--- src/rtl/alu6_seq.sv ---
// alu6_seq: command sequencer in front of the 6-bit serial-load ALU wrapper (alu6).
// Accepts {f, a, b} on a valid/ready command port, streams a, b and f into alu6
// over three cycles using the en/sel/x load protocol, waits one cycle for alu6 to
// register its result, then captures {y, z} and presents it on a valid/ready
// result port together with an illegal-opcode flag.
//
// Ports
//   clk, rstn            system clock; synchronous active-low reset
//   in_valid/in_ready    command handshake (in_ready high only in IDLE)
//   in_f/in_a/in_b       command opcode and operands
//   out_valid/out_ready  result handshake
//   out_y/out_z/out_err  captured result, zero flag, opcode > MAX_OP
//   busy                 high whenever a command is in flight or a result is pending
//   alu_en/alu_sel/alu_x load protocol towards alu6
//   alu_y/alu_z          registered result from alu6
//
// FSM states
//   state | meaning
//   IDLE  | waiting for a command; in_ready=1
//   LD_A  | load operand a into alu6 (sel=00)
//   LD_B  | load operand b into alu6 (sel=01)
//   LD_F  | load opcode f into alu6 (sel=10)
//   EXEC  | alu6 registers its result at this edge
//   CAPT  | capture alu6 result into the output registers
//   DONE  | result valid, waiting for out_ready

module alu6_seq #(
  parameter int             WIDTH  = 6,
  parameter int             OPW    = 3,
  parameter logic [OPW-1:0] MAX_OP = 3'b100
) (
  input  logic             clk,
  input  logic             rstn,
  input  logic             in_valid,
  output logic             in_ready,
  input  logic [OPW-1:0]   in_f,
  input  logic [WIDTH-1:0] in_a,
  input  logic [WIDTH-1:0] in_b,
  output logic             out_valid,
  input  logic             out_ready,
  output logic [WIDTH-1:0] out_y,
  output logic             out_z,
  output logic             out_err,
  output logic             busy,
  output logic             alu_en,
  output logic [1:0]       alu_sel,
  output logic [WIDTH-1:0] alu_x,
  input  logic [WIDTH-1:0] alu_y,
  input  logic             alu_z
);

  typedef enum logic [2:0] {
    IDLE = 3'd0,
    LD_A = 3'd1,
    LD_B = 3'd2,
    LD_F = 3'd3,
    EXEC = 3'd4,
    CAPT = 3'd5,
    DONE = 3'd6
  } state_t;

  state_t           state_q, state_d;
  logic [OPW-1:0]   f_q;
  logic [WIDTH-1:0] a_q, b_q;
  logic             out_valid_q;
  logic [WIDTH-1:0] out_y_q;
  logic             out_z_q;
  logic             out_err_q;

  always_ff @(posedge clk) begin
    if (!rstn) begin
      state_q     <= IDLE;
      f_q         <= '0;
      a_q         <= '0;
      b_q         <= '0;
      out_valid_q <= 1'b0;
      out_y_q     <= '0;
      out_z_q     <= 1'b0;
      out_err_q   <= 1'b0;
    end else begin
      state_q <= state_d;
      if (state_q == IDLE && in_valid) begin
        f_q <= in_f;
        a_q <= in_a;
        b_q <= in_b;
      end
      // alu_y/alu_z are only looked at on the CAPT edge; the result registers
      // otherwise hold their value, including after the result handshake.
      if (state_q == CAPT) begin
        out_y_q     <= alu_y;
        out_z_q     <= alu_z;
        out_err_q   <= (f_q > MAX_OP);
        out_valid_q <= 1'b1;
      end else if (state_q == DONE && out_ready) begin
        out_valid_q <= 1'b0;
      end
    end
  end

  always_comb begin
    state_d = state_q;
    alu_en  = 1'b0;
    alu_sel = 2'b11;
    alu_x   = '0;
    unique case (state_q)
      IDLE: if (in_valid) state_d = LD_A;
      LD_A: begin
        alu_en  = 1'b1;
        alu_sel = 2'b00;
        alu_x   = a_q;
        state_d = LD_B;
      end
      LD_B: begin
        alu_en  = 1'b1;
        alu_sel = 2'b01;
        alu_x   = b_q;
        state_d = LD_F;
      end
      LD_F: begin
        alu_en  = 1'b1;
        alu_sel = 2'b10;
        alu_x   = {{(WIDTH-OPW){1'b0}}, f_q};
        state_d = EXEC;
      end
      EXEC: state_d = CAPT;
      CAPT: state_d = DONE;
      DONE: if (out_ready) state_d = IDLE;
      default: state_d = IDLE;
    endcase
  end

  assign in_ready  = (state_q == IDLE);
  assign busy      = (state_q != IDLE);
  assign out_valid = out_valid_q;
  assign out_y     = out_y_q;
  assign out_z     = out_z_q;
  assign out_err   = out_err_q;

endmodule

--- config.mk ---
export PLATFORM = sky130hd
export DESIGN_NAME = alu6_seq
export DESIGN_NICKNAME = d
export VERILOG_FILES = /design/src/rtl/alu6_seq.sv
export SDC_FILE = /design/constraint.sdc
export NUM_CORES = 1
export LEC_CHECK = 0
export BUFFER_PORTS_ARGS = -buffer_cell sky130_fd_sc_hd__buf_2
export CELL_PAD_IN_SITES_DETAIL_PLACEMENT = 0
export CELL_PAD_IN_SITES_GLOBAL_PLACEMENT = 1
export CORE_UTILIZATION = 33
export DETAILED_ROUTE_END_ITERATION = 16
export PLACE_DENSITY = 0.78
export SLEW_MARGIN = 20
export SYNTH_ARGS = -nofsm -noshare
export SYNTH_HDL_FRONTEND = slang
export SYNTH_SLANG_ARGS = --single-unit
export TNS_END_PERCENT = 5
--- constraint.sdc ---
create_clock -name clk -period 1.64 [get_ports clk]
set_clock_uncertainty 0.15 [all_clocks]
set_input_delay 0.164 -clock clk [delete_from_list [all_inputs] [get_ports clk]]
set_output_delay 0.164 -clock clk [all_outputs]
set_load 0.01 [all_outputs]
==> After elaboration in Yosys (flattened, before gate mapping) <==
Index checks and enable logic that the tools add are counted.
{ "word_totals": {"register_bits": 27, "inputBits": 26, "out_inout_bits": 20, "wordCells": 32} }
{ "op_classes": {"magnitude_cmp": 1, "n_eq_ne": 8, "mux": 8, "reduce_logical": 7} }
{ "ops": {"columns": ["operator", "n"], "rows": [
  ["$pmux 3 s7", 1],
  ["$pmux 6 s3", 1],
  ["$eq 3x3->1 const B", 3],
  ["$eq 3x2->1 const B", 2],
  ["$mux 3", 2],
  ["$pmux 2 s3", 1],
  ["$ne 2x2->1 const B", 2],
  ["$eq 3x1->1 const B", 1],
  ["$gt 3x3->1 const B", 1],
  ["$logic_not 3->1", 1],
  ["$mux 1", 3],
  ["$reduce_bool 3->1", 1],
  ["$reduce_or 3->1", 1],
  ["$logic_and 1x1->1", 2],
  ["$reduce_and 2->1", 1],
  ["$reduce_bool 2->1", 1]
]} }

==> Logic depth before layout (Yosys ltp) <==
{ "logic_depth": {"word_depth": 4, "depth_mapped": 6, "mapped_depth_nobuf": 3} }

==> Least setup slack after synthesis <==
No wires, ideal clock.
{ "synth_path": {"kind": "register -> output", "start": "reg state_q[1]", "end": "out alu_x[0]", "arrival_time_ns": 1.114, "required_ns": 1.326, "slack_ns": 0.212, "stages_incl_launch_ff": 5, "n_path_buf": 1, "path_cell_list": "dfxtp_1 -> buf_4 -> mux2_2 -> a22oi_1 -> nor2_1"} }
{ "synth_between": {"elab_chain_cells": 2, "elab_cells_between_ends": 4, "classes_between": "3 x eq/ne; 1 x mux"} }
{ "synth_lines": {"columns": ["item", "line_no", "rtl"], "rows": [
  ["from (decl)", "62", "state_t state_q, state_d;"],
  ["from (signal assigned)", "81", "state_q <= state_d;"],
  ["$eq 3x2->1 / $eq 3x1->1 (equally long branches)", "105", "unique case (state_q)"],
  ["$pmux 6 s3 *", "105", null],
  ["to (decl)", "47", "output logic [WIDTH-1:0] alu_x,"]
]} }
Every way passes the cells marked *; elsewhere a longest branch is shown, timed or not.

==> Final worst setup path <==
Same ends and word-level chain as after synthesis.

==> metrics list <==
* Run status: complete, but fails checks
* Violations in the final reports: negative setup slack
- Synth-to-Final Area Change: 51.4%
* Core region area: 3390 sq um
* WP data arrival: 1.38 ns
* Cell area power density: 730 nW/um^2
* Wire length of the first global-routing pass: 5340 microns
* Source of the worst hold timing path: rstn
- Overall power consumption: 1.32 mW
- Counting instances in the post-synthesis netlist gives the leading cell types as sky130_fd_sc_hd__dfxtp_1, sky130_fd_sc_hd__nand2_1, sky130_fd_sc_hd__nand3_1, sky130_fd_sc_hd__o21ai_0, sky130_fd_sc_hd__o21ai_1.
* Synthesized area divided by synthesized cell count: 8.01 sq um
- Sw Ratio: between 20% and 30%
- Met2 routed WL: 1480 microns
- Cell-by-cell listing of the critical path: mux2_2 > a22oi_2 > nor2_1 > buf_2
- After detailed routing, the average wire length per cell comes to 11.9 microns.
- The initial antenna violation count is 0.
- Overall die area: 3860 sq um
* Number of hold violations in the final report: 0
- The tree is rooted in a sky130_fd_sc_hd__clkbuf_4.
* Max layer used: met4
- 1st-pass router iterations: 4
* Relative slew margins: 78.9%
- In the synthesized netlist the dominant register cell turns out to be sky130_fd_sc_hd__dfxtp_1.
- Final number of max-transition violations: 0
- In this run the remaining antenna-violating nets after routing total 0.
- Worst Hold Path EP: out_valid$_SDFFE_PN0P_
* Count of final setup violators: 6
- The share of total power dissipated in combinational logic is between 20% and 30%.
- The routed layout has 1264 vias.
- The synthesized netlist contains 26 unique library cells.
- During synthesis, Yosys emitted a total of 0 warnings.
- The internal portion of the total power is ~950 uW.
* MaxCap Viol Count: 0
- By instance count, the leading cell after synthesis is sky130_fd_sc_hd__dfxtp_1.
- Placed Cells incl. Taps: 234
- DRC errors left: 0
- The analysis attributes to net switching a power of 367 uW.
* Proportion of register bits with asynchronous set or reset after synthesis: 0%
* Startpoint class of the critical path: register
- For this configuration, the core starts out at a cell density of about a third.
- The clock network burns a little over a fifth of the power.
- Clock tree synthesis found a total of 27 sinks.
- Start of the worst register-to-register path: state_q[0]$_SDFFE_PN0P_
* CTS buffer count: 3
* Crit path max-delay cell type: sky130_fd_sc_hd__dfxtp_4
* Cell area after technology mapping: between 1000 and 1500 sq um
- Portion of total power attributed to sequential cells: 55.0%
- Portion of the post-synthesis area used by sequential elements: a little under half
* Register bit total from synthesis: 27
- Required time of the worst setup path: 1.33 ns
- Instance count along the most critical hold path: 3
* Vias per Instance: slightly below 5
- In this run the static leakage power is between 0.7 and 0.8 nW.
- Placer's final routability congestion estimate: 0.799
* Clock H-tree levels: 1
* Class of the worst hold path: in -> reg
- The routed design has about 3100 microns of wire.
- Actual slew at the worst max-slew pin: approximately 0.32 ns
- Instance count of the mapped netlist: 149
- Overall die height: 62.1 microns
* Total global routing overflow: 0
- Total length of routed met3 wires: 168 microns
* Number of port buffers: between 40 and 50
- Setup repair after global routing missed its margin: true
- Based on the critical path, the design can be clocked at up to 0.591 GHz.
- Fraction of final layout cells sized beyond drive strength 1: between 30 and 40%
* Top-area cell type share of the netlist area: approximately 45%
- Counting I/O delays and the setup requirement, the final critical path takes 1.69 ns.
- Worst setup EP type: output pin
* Std-Cell Rows: 21
- Cell accounting for the most synthesized area: sky130_fd_sc_hd__dfxtp_1
- On the worst path, the slowest cell contributes a delay of 0.42 ns.
* Cell types with the largest area share after synthesis: sky130_fd_sc_hd__dfxtp_1, sky130_fd_sc_hd__nand3_1, sky130_fd_sc_hd__nand2_1, sky130_fd_sc_hd__o21ai_0, sky130_fd_sc_hd__o21ai_1
* All-Layer GR Usage: 17.0%
- Across all register-to-register paths, the minimum setup slack is between 0.15 and 0.2 ns.
- Largest buffer count on any clock path: 2
* Post-DP HPWL: between 2000 and 2500 microns
- The worst-case IR drop observed on VDD is between 0.0003 and 0.0004 V.
- The number of global-route vias before repair is around 1200.
- The detailed router put a total of 1450 microns of wire on met1.
* Number of nets produced by synthesis: roughly 180
* Final Worst Setup Slack: -0.0516 ns
- Chip width: 62.1 microns
- Leaving out filler cells and counting taps, the final layout contains 263.
* Number of flops mapped to enable cells by yosys: 0
* Number of top-level pins: 46
* Number of cells on the worst reg-to-reg path: 5
- After clock tree synthesis, the clock-pin slew on the worst setup and hold paths is 0.14 ns.
- Pin count of the biggest net entering global routing: 31
- Clk_lat worst skew: 0.32 ns
- The worst setup path is of the reg -> out kind.
* Antenna cells: 0
- Largest fanout on the critical path: 8
* Critical register-to-register path endpoint: a_q[4]$_SDFFE_PN0P_
* First DRT Iteration DRCs: 73
- Nets@finish: 244
* TritonCTS clock tree: done
- Final Cycle Share: 103%
[worst max path at each step]
stage                                       start        to  cells past startpoint
after floorplan           state_q[1]$_SDFFE_PN0P_  alu_x[0]                      4
after global placement    state_q[1]$_SDFFE_PN0P_  alu_x[5]                      5
after detailed placement  state_q[1]$_SDFFE_PN0P_  alu_x[2]                      4
after CTS                 state_q[1]$_SDFFE_PN0P_  alu_x[2]                      4
after global routing      state_q[1]$_SDFFE_PN0P_  alu_x[2]                      4
final                     state_q[1]$_SDFFE_PN0P_  alu_x[0]                      4
[worst max-delay path: cells and delay by family, from the launching register on]
kind	cells	cell delay, ns
flops	1	0.42
compound gates	1	0.11
simple gates	1	0.06
buf+inv	1	0.14
mux	1	0.35
[cell families after synthesis]
logic type	synth area share [%]
simple gates	25.2
buf+inv	7.86
compound gates	18.9
flops	45.3
mux	2.83
[final cells by class]
| class | count | area [sq um] |
|---|---|---|
| Multi-Input combinational cell | 104 | 607 |
| Inverter | 3 | 11.3 |
| Fill cell | 335 | 1580 |
| Tap cell | 46 | 57.6 |
| Timing Repair Buffer | 79 | 558 |
| Sequential cell | 27 | 547 |
| Clock buffer | 4 | 26.3 |
[metrics by stage]
| step | setup TNS [ns] | hold WS [ns] | cell area, sq um | worst slack, ns | utilization [%] |
|---|---|---|---|---|---|
| after floorplan | 0 | 0.127 | 1190 | 0.212 | - |
| after global placement | 0 | 0.231 | 1470 | 0.180 | 43.5 |
| after detailed placement | 0 | 0.235 | 1470 | 0.0850 | 43.5 |
| after CTS | -0.410 | 0.00998 | 1770 | -0.0877 | 52.3 |
| after global routing | -0.824 | 0.00750 | 1810 | -0.135 | 53.3 |
| final | -0.198 | 0.0247 | 1810 | -0.0516 | 53.3 |
[power by group through the flow]
| stage | Combinational (mW) | Clock (mW) | Sequential, mW |
|---|---|---|---|
| 2_1_floorplan | 0.150 | 0 | 0.726 |
| 3_3_place_gp | 0.234 | 0 | 0.733 |
| 3_5_place_dp | 0.241 | 0 | 0.735 |
| 4_1_cts | 0.296 | 0.291 | 0.723 |
| 5_1_grt | 0.340 | 0.322 | 0.732 |
| 6_report | 0.309 | 0.285 | 0.725 |
[registers in the layout, summed over array words and instances (netlist names)]
name / count
a_q: 6
b_q: 6
out_y: 6
f_q: 3
state_q: 3
out_err: 1
out_valid: 1
out_z: 1
[timing repair]
item                                    CTS  global route
resized for setup                        10             7
endpoints found under the setup margin    9            13
hold buffers                             23             0
setup buffers                             1             1
hold endpoints to repair                 24             0
pin swaps                                 1             2
[per-layer routing]
metal	up-vias	global-route usage [%]
met3	2	3.13
met4	0	5.23
li1	649	-
met1	574	20.9
met2	39	29.9
met5	-	0
[cells in the final DEF (no fill, tap or decap), types with 2 or more instances in the layout]
master,instances
sky130_fd_sc_hd__a21oi_1,3
sky130_fd_sc_hd__a22oi_1,2
sky130_fd_sc_hd__a22oi_2,4
sky130_fd_sc_hd__buf_2,45
sky130_fd_sc_hd__buf_4,8
sky130_fd_sc_hd__buf_6,2
sky130_fd_sc_hd__clkbuf_4,3
sky130_fd_sc_hd__dfxtp_1,24
sky130_fd_sc_hd__dfxtp_2,2
sky130_fd_sc_hd__dlygate4sd3_1,23
sky130_fd_sc_hd__inv_1,3
sky130_fd_sc_hd__mux2_4,2
sky130_fd_sc_hd__nand2_1,24
sky130_fd_sc_hd__nand3_1,22
sky130_fd_sc_hd__nor2_1,9
sky130_fd_sc_hd__nor2b_4,2
sky130_fd_sc_hd__nor3_1,2
sky130_fd_sc_hd__o21ai_0,14
sky130_fd_sc_hd__o21ai_1,10
Note: power is estimated with default switching activity, not from simulation.
